[src/rtl/mem_port_arbiter_pkg.sv]
// Shared types and constants for the three-port RAM arbiter.
package mem_port_arbiter_pkg;

  typedef enum logic {
    st_arb  = 1'b0,
    st_hold = 1'b1
  } arb_state_e;

  localparam int unsigned P_FETCH = 0;
  localparam int unsigned P_OPER  = 1;
  localparam int unsigned P_WR    = 2;

  // Round-robin successor of a one-hot winner; an empty grant maps to port 1.
  function automatic logic [1:0] next_ptr(logic [2:0] onehot);
    if (onehot[P_WR]) begin
      return 2'd0;
    end else if (onehot[P_OPER]) begin
      return 2'd2;
    end
    return 2'd1;
  endfunction

endpackage

[src/rtl/rr_pick3.sv]
// Three-way round-robin picker: first requester at or after ptr_i, one-hot result.
module rr_pick3 (
  input  logic [2:0] req_i,
  input  logic [1:0] ptr_i,
  output logic [2:0] gnt_o
);

  always_comb begin
    gnt_o = 3'b000;
    case (ptr_i)
      2'd1: begin
        if (req_i[1])      gnt_o = 3'b010;
        else if (req_i[2]) gnt_o = 3'b100;
        else if (req_i[0]) gnt_o = 3'b001;
      end
      2'd2: begin
        if (req_i[2])      gnt_o = 3'b100;
        else if (req_i[0]) gnt_o = 3'b001;
        else if (req_i[1]) gnt_o = 3'b010;
      end
      default: begin
        if (req_i[0])      gnt_o = 3'b001;
        else if (req_i[1]) gnt_o = 3'b010;
        else if (req_i[2]) gnt_o = 3'b100;
      end
    endcase
  end

endmodule

[src/rtl/mem_port_arbiter.sv]
// Arbitrates fetch, operand-read and result-write ports onto one single-port RAM,
// with bounded fetch hold, registered read-valid and a saturating contention counter.
module mem_port_arbiter
  import mem_port_arbiter_pkg::*;
#(
  parameter int unsigned n        = 8,
  parameter int unsigned MAX_HOLD = 4
) (
  input  logic         clk,
  input  logic         reset,
  input  logic [2:0]   req,
  input  logic [n-1:0] addr0,
  input  logic [n-1:0] addr1,
  input  logic [n-1:0] addr2,
  input  logic [n-1:0] wdata2,
  output logic [2:0]   gnt,
  output logic [n-1:0] rdata,
  output logic [1:0]   rvalid,
  output logic         ram_en,
  output logic         ram_we,
  output logic [n-1:0] ram_addr,
  output logic [n-1:0] ram_wdata,
  input  logic [n-1:0] ram_rdata,
  output logic [7:0]   conflict_cnt
);

  localparam logic [3:0] MaxHoldC = 4'(MAX_HOLD);

  arb_state_e state_q, state_d;
  logic [1:0] ptr_q, ptr_d;
  logic [3:0] hold_cnt_q, hold_cnt_d;
  logic [1:0] rvalid_q, rvalid_d;
  logic [7:0] conflict_cnt_q, conflict_cnt_d;

  logic [2:0] pick_arb, pick_exit;
  logic       hold_exit;
  logic       multi_req;

  rr_pick3 u_pick_arb (
    .req_i (req),
    .ptr_i (ptr_q),
    .gnt_o (pick_arb)
  );

  // Leaving fetch hold always resumes round-robin from port 1.
  rr_pick3 u_pick_exit (
    .req_i (req),
    .ptr_i (2'd1),
    .gnt_o (pick_exit)
  );

  assign hold_exit = !req[P_FETCH] || ((hold_cnt_q == MaxHoldC) && (|req[2:1]));

  always_comb begin
    state_d    = state_q;
    ptr_d      = ptr_q;
    hold_cnt_d = hold_cnt_q;
    gnt        = 3'b000;
    unique case (state_q)
      st_arb: begin
        gnt = pick_arb;
        if (gnt[P_FETCH]) begin
          state_d    = st_hold;
          hold_cnt_d = 4'd1;
          ptr_d      = next_ptr(gnt);
        end else if (|gnt) begin
          ptr_d = next_ptr(gnt);
        end
      end
      st_hold: begin
        if (hold_exit) begin
          gnt        = pick_exit;
          state_d    = st_arb;
          hold_cnt_d = 4'd0;
          // next_ptr of an empty grant is 1, matching the hold-exit restart point.
          ptr_d      = next_ptr(pick_exit);
        end else begin
          gnt[P_FETCH] = 1'b1;
          if (hold_cnt_q < MaxHoldC) begin
            hold_cnt_d = hold_cnt_q + 4'd1;
          end
        end
      end
    endcase
  end

  assign multi_req = (req[0] & req[1]) | (req[0] & req[2]) | (req[1] & req[2]);

  always_comb begin
    rvalid_d       = gnt[1:0] & req[1:0];
    conflict_cnt_d = conflict_cnt_q;
    if (multi_req && (conflict_cnt_q != 8'hFF)) begin
      conflict_cnt_d = conflict_cnt_q + 8'd1;
    end
  end

  always_ff @(posedge clk) begin
    if (!reset) begin
      state_q        <= st_arb;
      ptr_q          <= 2'd0;
      hold_cnt_q     <= 4'd0;
      rvalid_q       <= 2'b00;
      conflict_cnt_q <= 8'd0;
    end else begin
      state_q        <= state_d;
      ptr_q          <= ptr_d;
      hold_cnt_q     <= hold_cnt_d;
      rvalid_q       <= rvalid_d;
      conflict_cnt_q <= conflict_cnt_d;
    end
  end

  assign ram_en       = |gnt;
  assign ram_we       = gnt[P_WR];
  assign ram_addr     = ({n{gnt[P_FETCH]}} & addr0) | ({n{gnt[P_OPER]}} & addr1) |
                        ({n{gnt[P_WR]}} & addr2);
  assign ram_wdata    = ram_en ? wdata2 : '0;
  assign rdata        = ram_rdata;
  assign rvalid       = rvalid_q;
  assign conflict_cnt = conflict_cnt_q;

endmodule
[config.mk]
export PLATFORM = sky130hd
export DESIGN_NAME = mem_port_arbiter
export DESIGN_NICKNAME = d
export VERILOG_FILES = /design/src/rtl/mem_port_arbiter_pkg.sv /design/src/rtl/rr_pick3.sv /design/src/rtl/mem_port_arbiter.sv
export SDC_FILE = /design/constraint.sdc
export NUM_CORES = 1
export LEC_CHECK = 0
export CORE_ASPECT_RATIO = 1.25
export CORE_MARGIN = 4
export CORE_UTILIZATION = 41
export CTS_CLUSTER_DIAMETER = 50
export DETAILED_ROUTE_END_ITERATION = 10
export MAX_ROUTING_LAYER = met4
export PLACE_DENSITY = 0.95
export SLEW_MARGIN = 20
export SYNTH_ARGS = -nofsm -noshare
export SYNTH_HDL_FRONTEND = slang
export SYNTH_HIERARCHICAL = 1
export SYNTH_SLANG_ARGS = --single-unit
[constraint.sdc]
create_clock -name clk -period 4.37 [get_ports clk]
set_input_delay 0.6555 -clock clk [delete_from_list [all_inputs] [get_ports clk]]
set_output_delay 0.6555 -clock clk [all_outputs]
set_load 0.03 [all_outputs]
Yosys cells after proc, flatten, opt, wreduce, memory -nomap -nowiden. Index checks and enable logic that the tools add are counted.

Add/sub/neg operators: 2. Order comparisons: 1. Equal/unequal tests: 8. Multiplexer cells: 43. Bitwise gates (word level): 12. Reductions and logical operators: 9.

Operators with widths (count): bitwise AND 8 bit (3); two-way mux 2 bit (12); two-way mux 3 bit (7); bitwise OR 8 bit (2); two-way mux 1 bit (15); two-way mux 4 bit (3); one-hot mux 3 bit (2 select lines) (2); adder 8 x 1 -> 8 bit (second input constant) (1); two-way mux 8 bit (1); inequality test 8 bit (second input constant) (1); one-hot mux 4 bit (2 select lines) (1); OR reduction 3 bit (2); adder 4 x 1 -> 4 bit (second input constant) (1); == test 4 x 3 -> 1 bit (second input constant) (1); less-than comparator 4 x 3 -> 1 bit (second input constant) (1); one-hot mux 2 bit (2 select lines) (1); AND reduction 2 bit (2); bitwise AND 1 bit (3); inequality test 3 x 1 -> 1 bit (second input constant) (1); inequality test 3 bit (second input constant) (1); bitwise AND 2 bit (1); == test 2 x 1 -> 1 bit (second input constant) (1); == test 2 bit (second input constant) (1); logical AND 1 bit (2); 8 further kinds (9).

Register bits: 17. Input port bits: 45. Output and inout bits: 39. Word-level logic and storage cells: 80.

Longest topological paths before layout.
Word-level depth: 13. Depth in mapped cells: 9. Depth with buffers taken out: 9.

Hierarchy. The synthesis kept the hierarchy.

By module, submodules not included: mem_port_arbiter (times used 1, cells each 139, area an instance 1191.1 µm², sequential area each 340.3 µm²); rr_pick3 (times used 2, cells each 17, area an instance 120.1 µm², sequential area each 0.0 µm²).

Worst setup path after synthesis. Ideal clock, no wire load.

Path kind: register -> output. From: register ptr_q[0]. To: output ram_wdata[0]. Data arrival time: 2.509 ns. Required time: 3.714 ns. Path slack: 1.205 ns. Stages on the path, launching flop included: 8. Path buffers: 0. Cells stage by stage: dfxtp_1 > inv_1 > ha_1 > mux2i_1 > o32ai_1 > nor4_2 > a31oi_1 > and2_1.

Longest elaborated chain between the ends: 5. Elaborated cells between the ends (all ways): 6. Those cells by class: eq/ne: 2; mux: 3; reduce/logical: 1.

RTL lines: from (decl) (RTL line mem_port_arbiter.sv:30) `logic [1:0] ptr_q, ptr_d;`; from (signal assigned) (RTL line mem_port_arbiter.sv:106) `ptr_q <= ptr_d;`; == test 2 bit / == test 2 x 1 -> 1 bit (equally long branches) (RTL line rr_pick3.sv:10) `case (ptr_i)`; one-hot mux 3 bit (2 select lines) (*) (RTL line rr_pick3.sv:10); named net pick_arb[2] (RTL line mem_port_arbiter.sv:35) `logic [2:0] pick_arb, pick_exit;`; one-hot mux 3 bit (2 select lines) (*) (RTL line mem_port_arbiter.sv:59) `unique case (state_q)`; OR reduction 3 bit (*) (RTL line mem_port_arbiter.sv:113) `assign ram_en = |gnt;`; named net ram_en (RTL line mem_port_arbiter.sv:19) `output logic ram_en,`; two-way mux 8 bit (*) (RTL line mem_port_arbiter.sv:117) `assign ram_wdata = ram_en ? wdata2 : '0;`; to (decl) (RTL line mem_port_arbiter.sv:22) `output logic [n-1:0] ram_wdata,`.

Mark *: on every way through the listed nets, which the timed path passes. The rest lies on a longest branch.

Worst setup path after layout.
From: input req[0]. To: output ram_addr[3].

Elaborated cells between the ends (all ways): 17. Those cells by class: mux: 10; bitwise: 5; reduce/logical: 2.

RTL lines: from (decl) (RTL line mem_port_arbiter.sv:11) `input logic [2:0] req,`; two-way mux 3 bit (RTL line rr_pick3.sv:18) `else if (req_i[0]) gnt_o = 3'b001;`; two-way mux 3 bit (RTL line rr_pick3.sv:17) `if (req_i[2]) gnt_o = 3'b100;`; one-hot mux 3 bit (2 select lines) (*) (RTL line rr_pick3.sv:10); named net pick_arb[1] (RTL line mem_port_arbiter.sv:35); one-hot mux 3 bit (2 select lines) (*) (RTL line mem_port_arbiter.sv:59); bitwise AND 8 bit (*) (RTL line mem_port_arbiter.sv:115) `assign ram_addr = ({n{gnt[P_FETCH]}} & addr0) | ({n{gnt[P_OPER]}} & addr1) |`; bitwise OR 8 bit (*) (2 in series) (RTL line mem_port_arbiter.sv:115); to (decl) (RTL line mem_port_arbiter.sv:21) `output logic [n-1:0] ram_addr,`.

Marked as above.

==> impl_results.md <==
- Slew at the pin closest to its max-slew limit: 0.6887 ns
- Core ar.: approximately 3300 um2
- Power Density: between 300 and 400 nW/um2
- Synth Warn #: 6
- Post-CTS Setup Bufs: 0
- Ant. Diodes: 0
- Slowest CP cell: clkdlybuf4s50_1
- CP bufs+invs: 3
- Final hold vios: 0
- Post-DP HPWL: 3079 um
- Port bufs: 67
- Number of synthesized flops with an enable pin: 0
- Crit path max-delay family: buffers and inverters
- CP arrival: approximately 3.4 ns
- DRT Wirelength: approximately 3700 um
- Detailed-router iteration count before antenna repair: 4
- Vias: 1477
- Pleak: around 0.00085 uW
- Crit end category: output pin
- Most common cell after layout, fill and taps aside: clkdlybuf4s50_1
- Placed Cells: 270
- Chip Height: about 74 um
- H-tree levels: 1
- Synth Area per Inst: between 8 and 9 um2
- CP cell instances: clkdlybuf4s50_1 -> inv_1 -> mux2i_1 -> a21boi_0 -> and2b_2 -> a31o_1 -> a221o_1 -> clkdlybuf4s50_1
- WL/cell: between 10 and 15 um
- Post-synth ARST share: 0%
- Final Cycle Share: 91.79%
- Clk buf depth: 2
- Fin cells: 274
- Cts hold-fix bufs: 0
- Commonest cells after routing, fill and taps aside: clkdlybuf4s50_1, dfxtp_1, inv_1, nor2_1, ha_1
- Final net count: between 200 and 300
- Final TNS setup: 0 ns
- Synth Cell Area: about 1400 um2
- Sequential-to-total area share from yosys stat: about a quarter
- Grt total ovfl: 0
- Status: complete, no violations
- IO Pins: 84
- Initial antenna violation count: 0
- Inserted Clock Buffers: 3
- RSZ-0062 raised after global routing: false
- Slew margin rel.: between 50% and 60%
- Vias per inst: approximately 5.4
- Post-route ant nets: 0
- Worst Path Class, Setup: in2out
- Max VDD drop: approximately 260 uV
- Layout cells sized above 1: under 10%
- Vias in the first global route: around 1500
- P&R area growth vs syn: 47.99%
- Remaining DRCs: 0
- Largest net degree at the start of global routing: 16
- Slew Viols, Final: 0
- Root Driver: clkbuf_8
- Crit start category: primary input
- Final Critical Period: approximately 4.0 ns
- CTS tree: done
- 1st-iter DRT viols: 61
- Worst Path Required: about 3.7 ns
- #FFs+latches synth: 17
- Clock transition at the registers of the reported paths: around 0.060 ns
- Total die area: around 4500 um2
- Final Setup Violations: 0
- Post-synthesis cell count: approximately 170
- Slowest stage delay, CP: roughly 0.64 ns
- Clock latency on the worst-skew pair: 0.25 ns
- Crit path top cell by count: clkdlybuf4s50_1
- First-pass GRT wire length: approximately 6300 um
- Clock Skew: approximately 0.0033 ns
- Synth Flop Type: dfxtp_1
- GRT Overall Usage: 18.39%
- Maxcap violations: 0
- Die X: slightly above 60 um
- Gpl congestion: between 0.8 and 0.9
- Final total power: 737.5 uW
- Clock sink total: 17
- Crit-path max FO: 10
- Fmax: ~250 MHz
- Post-synth cell types: 47
- Post_cts resized: 0
- Final hold slack: about 0.48 ns
- Initial Util: 43.63%
- Hold Path Class: reg2reg
- # rows: 23
==> final cells by class <==
| type | count | area, um2 |
|---|---|---|
| Clock buffer | 4 | 45.04 |
| Fill cell | 293 | 1162 |
| Inverter | 16 | 60.06 |
| Multi-Input combinational cell | 131 | 940.9 |
| Sequential cell | 17 | 340.3 |
| Tap cell | 37 | 46.29 |
| Timing Repair Buffer | 69 | 685.7 |
==> tightest hold or removal path: stages (launching register included) <==
cell and delay, ns:
dfxtp_1 0.34, inv_1 0.06, nor2_1 0.04
==> synthesized netlist by cell type, drive strengths merged (3+ instances only) <==
cell type	instances	area, um2
a221o	8	80.08
buf	12	101.3
a21oi	6	33.78
nor2	16	60.06
xor2	3	26.28
nor3b	9	67.56
dfxtp	17	340.3
mux2i	5	50.05
nand3	4	20.02
nand2	7	26.28
inv	16	60.06
and3	4	26.28
o21ai	8	51.30
ha	11	137.6
o211ai	3	27.52
nor2b	4	25.02
and2	8	50.05
==> flip-flops by register name (all words and copies together) (netlist names) <==
signal,flops
hold_cnt_q,4
ptr_q,2
rvalid,2
conflict_cnt,8
state_q,1
==> through the flow <==
| step | setup WS, ns | utilization (%) | area, um2 |
|---|---|---|---|
| finish | 0.3588 | 64.57 | 2118 |
| global route | 0.1826 | 64.57 | 2118 |
| CTS | 0.3607 | 64.57 | 2118 |
| detailed placement | 0.3453 | 63.20 | 2073 |
| global placement | 0.4687 | 63.20 | 2073 |
| floorplan | 1.205 | - | 1446 |
==> kinds of logic (layout without fill, tap and decap cells) <==
group           after synthesis  in the layout  synth area share (%)
flops                        17             17                 23.78
compound gates               39             39                 21.77
mux                           5              5                 3.497
fa+ha+maj                    12             12                 10.58
other cells                   2              6                0.5247
buf+inv                      29             89                 11.54
xor+xnor                      3              3                 1.836
simple gates                 66             66                 26.49
==> final timing paths <==
path | from | to | slack [ns] | depth (start not counted)
max reg2reg | ptr_q[0]$_SDFFE_PN0P_ | ptr_q[1]$_SDFFE_PN0P_ | 2.22 | 8
max | req[0] | ram_addr[3] | 0.36 | 8
min | hold_cnt_q[3]$_SDFFE_PN0P_ | hold_cnt_q[3]$_SDFFE_PN0P_ | 0.48 | 2
min reg2reg | hold_cnt_q[3]$_SDFFE_PN0P_ | hold_cnt_q[3]$_SDFFE_PN0P_ | 0.48 | 2
==> power breakdown <==
part	total [uW]	internal, uW	switching, uW
logic	441	198	242
registers	182	167	15.1
clock network	114	64.7	49.8
total	737	430	307
==> per-layer routing <==
layer | wire length, um | global-route usage [%]
met2 | 1816 | 30.68
met4 | 72 | 6.988
met1 | 1501 | 19.85
met5 | 0 | -
met3 | 348 | 6.250
(Power assumes the default switching activity.)
